**config.mk**
```make
export PLATFORM = sky130hd
export DESIGN_NAME = dispense_sequencer
export DESIGN_NICKNAME = d
export VERILOG_FILES = /design/src/rtl/coffee_pkg.sv /design/src/rtl/dose_timer.sv /design/src/rtl/dispense_sequencer.sv
export SDC_FILE = /design/constraint.sdc
export NUM_CORES = 1
export LEC_CHECK = 0
export ABC_AREA = 0
export CORE_ASPECT_RATIO = 0.5
export CORE_MARGIN = 1
export CORE_UTILIZATION = 30
export DETAILED_ROUTE_END_ITERATION = 7
export GPL_TIMING_DRIVEN = 0
export PLACE_DENSITY = 0.48
export SLEW_MARGIN = 25
export SYNTH_ARGS = -nofsm -noshare
export SYNTH_HDL_FRONTEND = slang
export SYNTH_HIERARCHICAL = 1
export SYNTH_SLANG_ARGS = --single-unit
export TNS_END_PERCENT = 100
```
**constraint.sdc**
```tcl
create_clock -name clock -period 2.6 [get_ports clock]
set_input_delay 0.78 -clock clock [delete_from_list [all_inputs] [get_ports clock]]
set_output_delay 0.78 -clock clock [all_outputs]
set_load 0.01 [all_outputs]
```
**src/rtl/coffee_pkg.sv**
```systemverilog
// Purpose: shared types and recipe table for the coffee machine dispense path.
// Latency: n/a (types and constants only).
// Backpressure: n/a.
package coffee_pkg;

    localparam int DRINK_W = 3;

    typedef enum logic [DRINK_W-1:0] {
        ESPRESSO   = 3'd0,
        AMERICANO  = 3'd1,
        LATTE      = 3'd2,
        MOCHA      = 3'd3,
        CAPPUCCINO = 3'd4,
        HOT_CHOC   = 3'd5
    } drink_t;

    // Field order is also the dispense order: water first, sugar last.
    typedef struct packed {
        logic water;
        logic coffee;
        logic chocolate;
        logic milk;
        logic sugar;
    } ingredient_mask_t;

    typedef struct packed {
        logic             valid;
        ingredient_mask_t mask;
    } recipe_t;

    // Indexed by drink type; codes 6 and 7 are not drinks.
    //                                 valid  W C Ch M S
    localparam recipe_t [7:0] RECIPE = {6'b0_00000,   // 7 invalid
                                        6'b0_00000,   // 6 invalid
                                        6'b1_10110,   // 5 hot chocolate
                                        6'b1_01011,   // 4 cappuccino
                                        6'b1_01110,   // 3 mocha
                                        6'b1_01010,   // 2 latte
                                        6'b1_11000,   // 1 americano
                                        6'b1_11000};  // 0 espresso

    typedef enum logic [1:0] {
        IDLE,
        DISPENSE,
        DONE
    } state_t;

endpackage

```
**src/rtl/dose_timer.sv**
```systemverilog
// Purpose: down-counter timing one valve dose; expire flags the final cycle of a dose.
// Latency: load takes effect on the next edge; expire is combinational from the count.
// Backpressure: none; enable freezes the count when low.
//
// Ports: clock, reset (sync, active-high), load/load_value (start a dose of
// load_value+1 cycles), enable (count while dispensing), expire (count is 0).
module dose_timer #(
    parameter int WIDTH = 4
) (
    input  logic             clock,
    input  logic             reset,
    input  logic             load,
    input  logic [WIDTH-1:0] load_value,
    input  logic             enable,
    output logic             expire
);

    logic [WIDTH-1:0] count;

    always_ff @(posedge clock) begin
        if (reset) begin
            count <= '0;
        end else if (load) begin
            count <= load_value;
        end else if (enable && (count != '0)) begin
            count <= count - WIDTH'(1);
        end
    end

    assign expire = enable && (count == '0);

endmodule

```
**src/rtl/dispense_sequencer.sv**
```systemverilog
// Purpose: opens the ingredient valves one at a time, in fixed order, for a drink recipe.
// Latency: first valve one cycle after start; busy for sum(doses)+1 cycles, ending on a done pulse.
// Backpressure: none; start while busy is dropped, abort cancels a dispense without done.
//
// Ports: clock, reset (sync, active-high), start/drink_type (brew request),
// abort (cancel), busy, water/coffee/chocolate/milk/sugar (valves),
// done (completion pulse), error (invalid drink_type pulse). All outputs registered.
module dispense_sequencer
    import coffee_pkg::*;
#(
    parameter int WATER_CYCLES = 8,
    parameter int DOSE_CYCLES  = 4
) (
    input  logic               clock,
    input  logic               reset,
    input  logic               start,
    input  logic [DRINK_W-1:0] drink_type,
    input  logic               abort,
    output logic               busy,
    output logic               water,
    output logic               coffee,
    output logic               chocolate,
    output logic               milk,
    output logic               sugar,
    output logic               done,
    output logic               error
);

    localparam int MAX_CYCLES = (WATER_CYCLES > DOSE_CYCLES) ? WATER_CYCLES : DOSE_CYCLES;
    localparam int CW         = $clog2(MAX_CYCLES + 1);

    state_t           state_q, state_d;
    ingredient_mask_t valve_q, valve_d;
    ingredient_mask_t rem_q, rem_d;      // ingredients not yet dispensed
    logic             busy_q, busy_d;
    logic             done_q, done_d;
    logic             error_q, error_d;

    logic             timer_load;
    logic [CW-1:0]    timer_value;
    logic             timer_expire;

    recipe_t          rec;
    ingredient_mask_t pick_start;
    ingredient_mask_t pick_next;

    // Highest-priority present ingredient, one-hot; zero when none remain.
    function automatic ingredient_mask_t first_of(input ingredient_mask_t m);
        ingredient_mask_t r;
        r = '0;
        if (m.water)          r.water     = 1'b1;
        else if (m.coffee)    r.coffee    = 1'b1;
        else if (m.chocolate) r.chocolate = 1'b1;
        else if (m.milk)      r.milk      = 1'b1;
        else if (m.sugar)     r.sugar     = 1'b1;
        return r;
    endfunction

    // Counter holds duration-1 so the phase ends when it reaches zero.
    function automatic logic [CW-1:0] dose_len(input logic is_water);
        return is_water ? CW'(WATER_CYCLES - 1) : CW'(DOSE_CYCLES - 1);
    endfunction

    assign rec        = RECIPE[drink_type];
    assign pick_start = first_of(rec.mask);
    assign pick_next  = first_of(rem_q);

    dose_timer #(
        .WIDTH (CW)
    ) u_dose_timer (
        .clock      (clock),
        .reset      (reset),
        .load       (timer_load),
        .load_value (timer_value),
        .enable     (state_q == DISPENSE),
        .expire     (timer_expire)
    );

    always_comb begin
        state_d     = state_q;
        valve_d     = valve_q;
        rem_d       = rem_q;
        busy_d      = busy_q;
        done_d      = 1'b0;
        error_d     = 1'b0;
        timer_load  = 1'b0;
        timer_value = dose_len(pick_next.water);

        case (state_q)
            IDLE: begin
                valve_d = '0;
                busy_d  = 1'b0;
                if (start) begin
                    if (rec.valid) begin
                        valve_d     = pick_start;
                        rem_d       = ingredient_mask_t'(rec.mask & ~pick_start);
                        timer_load  = 1'b1;
                        timer_value = dose_len(pick_start.water);
                        busy_d      = 1'b1;
                        state_d     = DISPENSE;
                    end else begin
                        error_d = 1'b1;
                    end
                end
            end
            DISPENSE: begin
                if (abort) begin
                    valve_d = '0;
                    rem_d   = '0;
                    busy_d  = 1'b0;
                    state_d = IDLE;
                end else if (timer_expire) begin
                    if (pick_next != '0) begin
                        // Back-to-back handover: next valve opens on the following cycle.
                        valve_d    = pick_next;
                        rem_d      = ingredient_mask_t'(rem_q & ~pick_next);
                        timer_load = 1'b1;
                    end else begin
                        valve_d = '0;
                        done_d  = 1'b1;
                        state_d = DONE;
                    end
                end
            end
            DONE: begin
                valve_d = '0;
                busy_d  = 1'b0;
                state_d = IDLE;
            end
            default: begin
                valve_d = '0;
                rem_d   = '0;
                busy_d  = 1'b0;
                state_d = IDLE;
            end
        endcase
    end

    always_ff @(posedge clock) begin
        if (reset) begin
            state_q <= IDLE;
            valve_q <= '0;
            rem_q   <= '0;
            busy_q  <= 1'b0;
            done_q  <= 1'b0;
            error_q <= 1'b0;
        end else begin
            state_q <= state_d;
            valve_q <= valve_d;
            rem_q   <= rem_d;
            busy_q  <= busy_d;
            done_q  <= done_d;
            error_q <= error_d;
        end
    end

    assign busy      = busy_q;
    assign water     = valve_q.water;
    assign coffee    = valve_q.coffee;
    assign chocolate = valve_q.chocolate;
    assign milk      = valve_q.milk;
    assign sugar     = valve_q.sugar;
    assign done      = done_q;
    assign error     = error_q;

endmodule
```
# Yosys cells after proc, flatten, opt, wreduce, memory -nomap -nowiden
# Memories as Yosys holds them, arrays and structs flattened.
# Index checks and enable logic that the tools add are counted.
[word_totals]
inputBits = 7
memories = 1
reg_bits = 19
out_inout_bits = 8
romBits = 48
[memory_table]
columns = ["name", "depth", "width", "rd", "rd_ports_with_merged_regs", "write_ports", "line", "rtl"]
rows = [
  ["(no name shown)", 8, 6, 1, 0, 0, "dispense_sequencer.sv:64", "assign rec = RECIPE[drink_type];"],
]
[op_classes]
bitwise_logic = 9
reduce_logical = 11
n_eq_ne = 8
n_lt_le_gt_ge = 1
muxes = 54
n_addsub = 1
[op_table]
columns = ["operator", "count"]
rows = [
  ["2-to-1 mux 5 bit", 10],
  ["2-to-1 mux 3 bit", 7],
  ["2-to-1 mux 1 bit", 20],
  ["2-to-1 mux 4 bit", 4],
  ["one-hot mux 5 bit (3 select lines)", 1],
  ["2-to-1 mux 2 bit", 7],
  ["AND 5 bit", 2],
  ["inverter 5 bit", 2],
  ["one-hot mux 5 bit (2 select lines)", 1],
  ["!= test 3 bit (second input constant)", 3],
  ["2-to-1 mux 6 bit", 1],
  ["!= test 2 bit (second input constant)", 3],
  ["inverter 1 bit", 5],
  ["AND reduction 5 bit", 1],
  ["nonzero test 5 bit", 1],
  ["logical NOT 4 bit", 1],
  ["< comparator 3 x 4 -> 1 bit (second input constant)", 1],
  ["one-hot mux 1 bit (2 select lines)", 2],
  ["one-hot mux 2 bit (2 select lines)", 1],
  ["AND reduction 4 bit", 1],
  ["nonzero test 4 bit", 1],
  ["OR reduction 4 bit", 1],
  ["subtractor 4 x 1 -> 4 bit (second input constant)", 1],
  ["OR reduction 3 bit", 1],
  ["5 further kinds", 6],
]

# Depth between registers and ports, before layout
[depth]
word_depth = 12
mapped_depth = 9
mapped_depth_nobuf = 9

# Hierarchy
# Netlist, hierarchy kept.
[modules_own_cells]
columns = ["module", "area_each_um2", "instances", "seq_area_each_um2", "cells_per_inst"]
rows = [
  ["dispense_sequencer", 788.3, 1, 280.3, 87],
  ["dose_timer", 262.8, 1, 80.1, 30],
]

# Worst setup path before layout
# No wires, ideal clock.
[synth_timing]
path_kind = "reg-to-reg"
from = "reg state_q[0]"
to = "reg u_dose_timer.count[1]"
path_stages_with_launch = 9
required_time_ns = 2.477
path_buffers = 1
synth_period_minus_slack_ns = 2.238
path_slack_ns = 0.362
arrival_time_ns = 2.115
cell_sequence = "dfxtp_1 -> buf_6 -> nor2b_1 -> nand2_1 -> nor3_1 -> o41a_1 -> a21o_1 -> nor3_1 -> a311o_2"
[synth_between]
elab_chain_cells = 6
[synth_rtl]
columns = ["item", "line", "rtl"]
rows = [
  ["from (decl)", "dispense_sequencer.sv:32", "state_t state_q, state_d;"],
  ["from (signal assigned)", "dispense_sequencer.sv:148", "state_q <= state_d;"],
  ["equality test 2 x 1 -> 1 bit (*)", "dispense_sequencer.sv:75", ".enable (state_q == DISPENSE),"],
  ["logical AND 1 bit (*)", "dose_timer.sv:30", "assign expire = enable && (count == '0);"],
  ["net timer_expire", "dispense_sequencer.sv:41", "logic timer_expire;"],
  ["2-to-1 mux 1 bit (*)", "dispense_sequencer.sv:112", "end else if (timer_expire) begin"],
  ["2-to-1 mux 1 bit (*)", "dispense_sequencer.sv:107", "if (abort) begin"],
  ["one-hot mux 1 bit (2 select lines) (*)", "dispense_sequencer.sv:89", "case (state_q)"],
  ["net timer_load", "dispense_sequencer.sv:39", "logic timer_load;"],
  ["2-to-1 mux 4 bit or nonzero test 2 bit (tied branches)", "-", ""],
  ["to (signal assigned)", "dose_timer.sv:24", "count <= load_value;"],
  ["to (signal assigned)", "dose_timer.sv:26", "count <= count - WIDTH'(1);"],
  ["to (decl)", "dose_timer.sv:18", "logic [WIDTH-1:0] count;"],
]
# Mark *: on every way through the listed nets, which the timed path passes. The rest lies on a longest branch.
# A chain may end at the register's enable or synchronous reset.

# Worst setup path after layout
[layout_timing]
from = "in drink_type[2]"
to = "reg u_dose_timer.count[1]"
[layout_between]
elab_chain_cells = 6
[layout_rtl]
columns = ["item", "line", "rtl"]
rows = [
  ["from (decl)", "dispense_sequencer.sv:17", "input logic [DRINK_W-1:0] drink_type,"],
  ["memory read (8 x 6 bit) (*)", "-", ""],
  ["2-to-1 mux 6 bit (implied by the code) (*)", "dispense_sequencer.sv:64", ""],
  ["2-to-1 mux 1 bit (*)", "dispense_sequencer.sv:94", "if (rec.valid) begin"],
  ["2-to-1 mux 1 bit (*)", "dispense_sequencer.sv:93", "if (start) begin"],
  ["one-hot mux 1 bit (2 select lines) (*)", "dispense_sequencer.sv:89", ""],
  ["net timer_load", "dispense_sequencer.sv:39", ""],
  ["2-to-1 mux 4 bit or nonzero test 2 bit (tied branches)", "-", ""],
]
# Mark *: on every way through the listed nets, which the timed path passes. The rest lies on a longest branch. The select of a mux whose other input is x is not followed.

==> out/results.md <==
### Timing
* number of setup violations in the final report: 0
* headroom to the max-slew limit: 63.5%
* final number of hold-violating endpoints: 0
* Clock Skews: 0.00286 ns
* fmax: 413 MHz
* post-layout minimum cycle time: 2.42 ns
* unrepaired setup endpoints after global routing: no
* post-route fraction of the period consumed by the critical path: 93.2%
* Slew Limit Fails: 0
* actual slew at the worst max-slew pin: 0.547 ns

### Setup path
* critical path cell sequence: clkdlybuf4s50_1 -> ha_2 -> nor4b_4 -> buf_6 -> a21o_4 -> nor3_1 -> a311o_2
* Slowest Stage Delay on Critical Path: 0.52 ns
* capturing element type of the critical path: flip-flop
* kind of start point of the critical path: primary input
* Worst EP arrival: 2.57 ns
* largest delay contributor family on the critical path: buffers and inverters
* worst setup slack for register-to-register paths: 0.26 ns
* Critical Setup Path Class: primary input to flip-flop
* count of buffer and inverter cells on the critical path: 2
* CP required: 2.75 ns
* CP max-delay cell: sky130_fd_sc_hd__clkdlybuf4s50_1
* CP Max Fanout: 10

### Yosys
* top cell type's share of synthesized area: 34.3%
* count of yosys warnings during synthesis: 6
* cell taking the most area after synthesis: sky130_fd_sc_hd__dfxtp_1
* synth cell count leaders: sky130_fd_sc_hd__dfxtp_1, sky130_fd_sc_hd__nand2_1, sky130_fd_sc_hd__nor2_1
* top cells by area, synth: sky130_fd_sc_hd__dfxtp_1, sky130_fd_sc_hd__nand2_1, sky130_fd_sc_hd__nor3_2, sky130_fd_sc_hd__nor2_1, sky130_fd_sc_hd__buf_6
* Gate Count Post-Synth: 117
* count of flip-flops with a built-in enable after synthesis: 0
* netlist area before placement: 1050 um^2
* leading cell type by number of instances after synthesis: sky130_fd_sc_hd__dfxtp_1
* synthesized area per cell: 8.98 um^2
* Synth Flop Type: sky130_fd_sc_hd__dfxtp_1
* Unique masters post-synth: 46
* share of async-settable or async-resettable flops after synthesis: 0%
* count of state elements after synthesis: 18
* portion of the post-synthesis area used by sequential elements: 34.3%

### Global routing
* vias in the first global route: 782
* global-route usage over all layers: 14.0%
* global-route wire length before repair: 3820 um
* largest net degree at the start of global routing: 11
* remaining global-route overflow: 0
* number of antenna violations at the first check in global routing: 0

### Route
* Post-DRT Antenna Nets: 0
* number of detailed-routing iterations run before antenna repair: 3
* count of vias placed by the detailed router: 894
* initial detailed-routing violation count: 33
* DRC violation count after routing: 0
* number of vias per cell: 4.86
* detailed-route wire length per cell: 12.4 um
* Routed Wire Length: 2280 um

### Cells and area
* count of fill cells added during filler insertion: 324
* Final #Nets: 146
* Antenna diodes: 0
* Syn-to-layout area delta: 26.2%
* final cell count without fillers: 184
* Finished Cell Area: 1330 um^2
* fraction of layout instances using a drive strength above 1: 17.6%

### Clock network
* number of clock sinks: 18
* TritonCTS clock tree: done
* clock slew at the register clock pins of the worst setup and hold paths: 0.07 ns
* maximum clock insertion buffer count: 2
* number of hold buffers added after CTS: 0
* CTS buffer count: 3
* number of H-tree levels: 1
* clock network latency to the later pin of the worst-skew pair: 0.26 ns
* root buffer cell: sky130_fd_sc_hd__clkbuf_8

### Placed design
* placed cell area: 1250 um^2
* # port buffers: 14
* cell count after placement: 180
* post-detailed-placement half-perimeter wirelength: 1680 um
* Routability Congestion: 0.747

### Floorplanning
* Starting Density: 33.1%
* count of boundary I/O pins: 15
* die width: 85.7 um
* number of placement rows: 14
* floorplan die height: 43.9 um
* total die area: 3760 um^2
* core region area: 3170 um^2

### Power and ir drop
* total leakage power: 0.458 nW
* Design Power: 0.000685 W
* power density over the cells: 516 nW/um^2
* largest vdd supply drop: 0.000281 V

### Hold path
* path class of the lowest-slack min-delay path: flip-flop to flip-flop

### Job
* count of max-cap constraint violations: 0

### Run status
* run status: complete, no violations

[power breakdown]
| group | total [W] | switching (W) | leakage (nW) | internal (W) |
|---|---|---|---|---|
| Clock | 0.000237 | 0.000102 | 0.0288 | 0.000135 |
| Combinational | 0.000147 | 0.0000789 | 0.283 | 0.0000676 |
| Sequential | 0.000301 | 0.0000119 | 0.147 | 0.000289 |
[routing by layer]
| metal | share of wire [%] | vias to the layer above | track usage, % | wire (um) |
|---|---|---|---|---|
| met3 | 3.1 | 5 | 5.14 | 70 |
| met1 | 54 | 416 | 20.2 | 1240 |
| met5 | 0 | - | 0 | 0 |
| met4 | 1.5 | 0 | 5.00 | 35 |
| li1 | - | 465 | - | - |
| met2 | 41 | 8 | 18.7 | 939 |
[placed cells by master, fill, tap and decap left out, drive strengths merged, types with 2 or more instances in the layout]
| cell type | count |
|---|---|
| a21o | 2 |
| a21oi | 6 |
| a311oi | 2 |
| a31oi | 3 |
| buf | 3 |
| clkbuf | 6 |
| clkdlybuf4s50 | 13 |
| conb | 3 |
| dfxtp | 18 |
| ha | 2 |
| inv | 5 |
| nand2 | 11 |
| nand2b | 3 |
| nand3 | 5 |
| nand3b | 2 |
| nor2 | 11 |
| nor2b | 2 |
| nor3 | 10 |
| nor3b | 2 |
| o21ai | 3 |
| o31ai | 2 |
| or3b | 2 |
| or4b | 2 |
[state kept, by name, summed over array words and instances (netlist names)]
signal and count:
busy 1, chocolate 1, coffee 1, done 1
error 1, milk 1, rem_q 4, state_q 2
sugar 1, u_dose_timer/count 4, water 1
[logic make-up after synthesis]
kind of cell	share of synthesized area, %
adder cells (fa/ha/maj)	2.38
AND/OR/NAND/NOR	34.4
flip-flops	34.3
XOR/XNOR	0.833
other	0.715
AO/OA/AOI/OAI	20.7
multiplexers	0.952
buffers and inverters	5.71
[layout make-up]
class | count | area (um^2) | area share (%)
inverter | 5 | 18.8 | 1.42
clock buffer | 4 | 55.1 | 4.15
sequential | 18 | 360 | 27.2
multi-input combinational | 90 | 652 | 49.2
timing repair buffer | 14 | 139 | 10.5
buffer | 5 | 41.3 | 3.11
tap | 48 | 60.1 | 4.53
[timing repair]
item / CTS / global route
gates resized for setup: 3 / 2
setup endpoints to repair: 5 / 5
pin swaps: 0 / 0
setup buffers: 0 / 0
[metrics by stage]
step | hold WS, ns | setup TNS, ns | util [%] | setup slack [ns]
floorplan | 0.487 | 0 | - | 0.362
global placement | 0.456 | -1.03 | 39.6 | -0.328
detailed placement | 0.461 | -1.03 | 39.6 | -0.328
CTS | 0.472 | 0 | 41.4 | 0.0377
global route | 0.498 | 0 | 41.8 | 0.0520
finish | 0.467 | 0 | 41.8 | 0.177
[final timing paths]
path / depth (start not counted) / start / endpoint
worst max-delay path: 7 / drink_type[2] / u_dose_timer/count[1]$_SDFFE_PP0P_
worst min-delay path: 2 / chocolate$_SDFFE_PP0N_ / chocolate$_SDFFE_PP0N_
worst max register to register: 8 / state_q[0]$_SDFFE_PP0P_ / state_q[0]$_SDFFE_PP0P_
worst min register to register: 2 / chocolate$_SDFFE_PP0N_ / chocolate$_SDFFE_PP0N_
[worst register-to-register path: cells and delay by family (launching register included)]
| family | cells | cell delay [ns] |
|---|---|---|
| AO/OA/AOI/OAI | 1 | 0.23 |
| buffers and inverters | 2 | 0.60 |
| flip-flops | 1 | 0.33 |
| AND/OR/NAND/NOR | 5 | 1.05 |
Note: power is estimated with default switching activity, not from simulation.
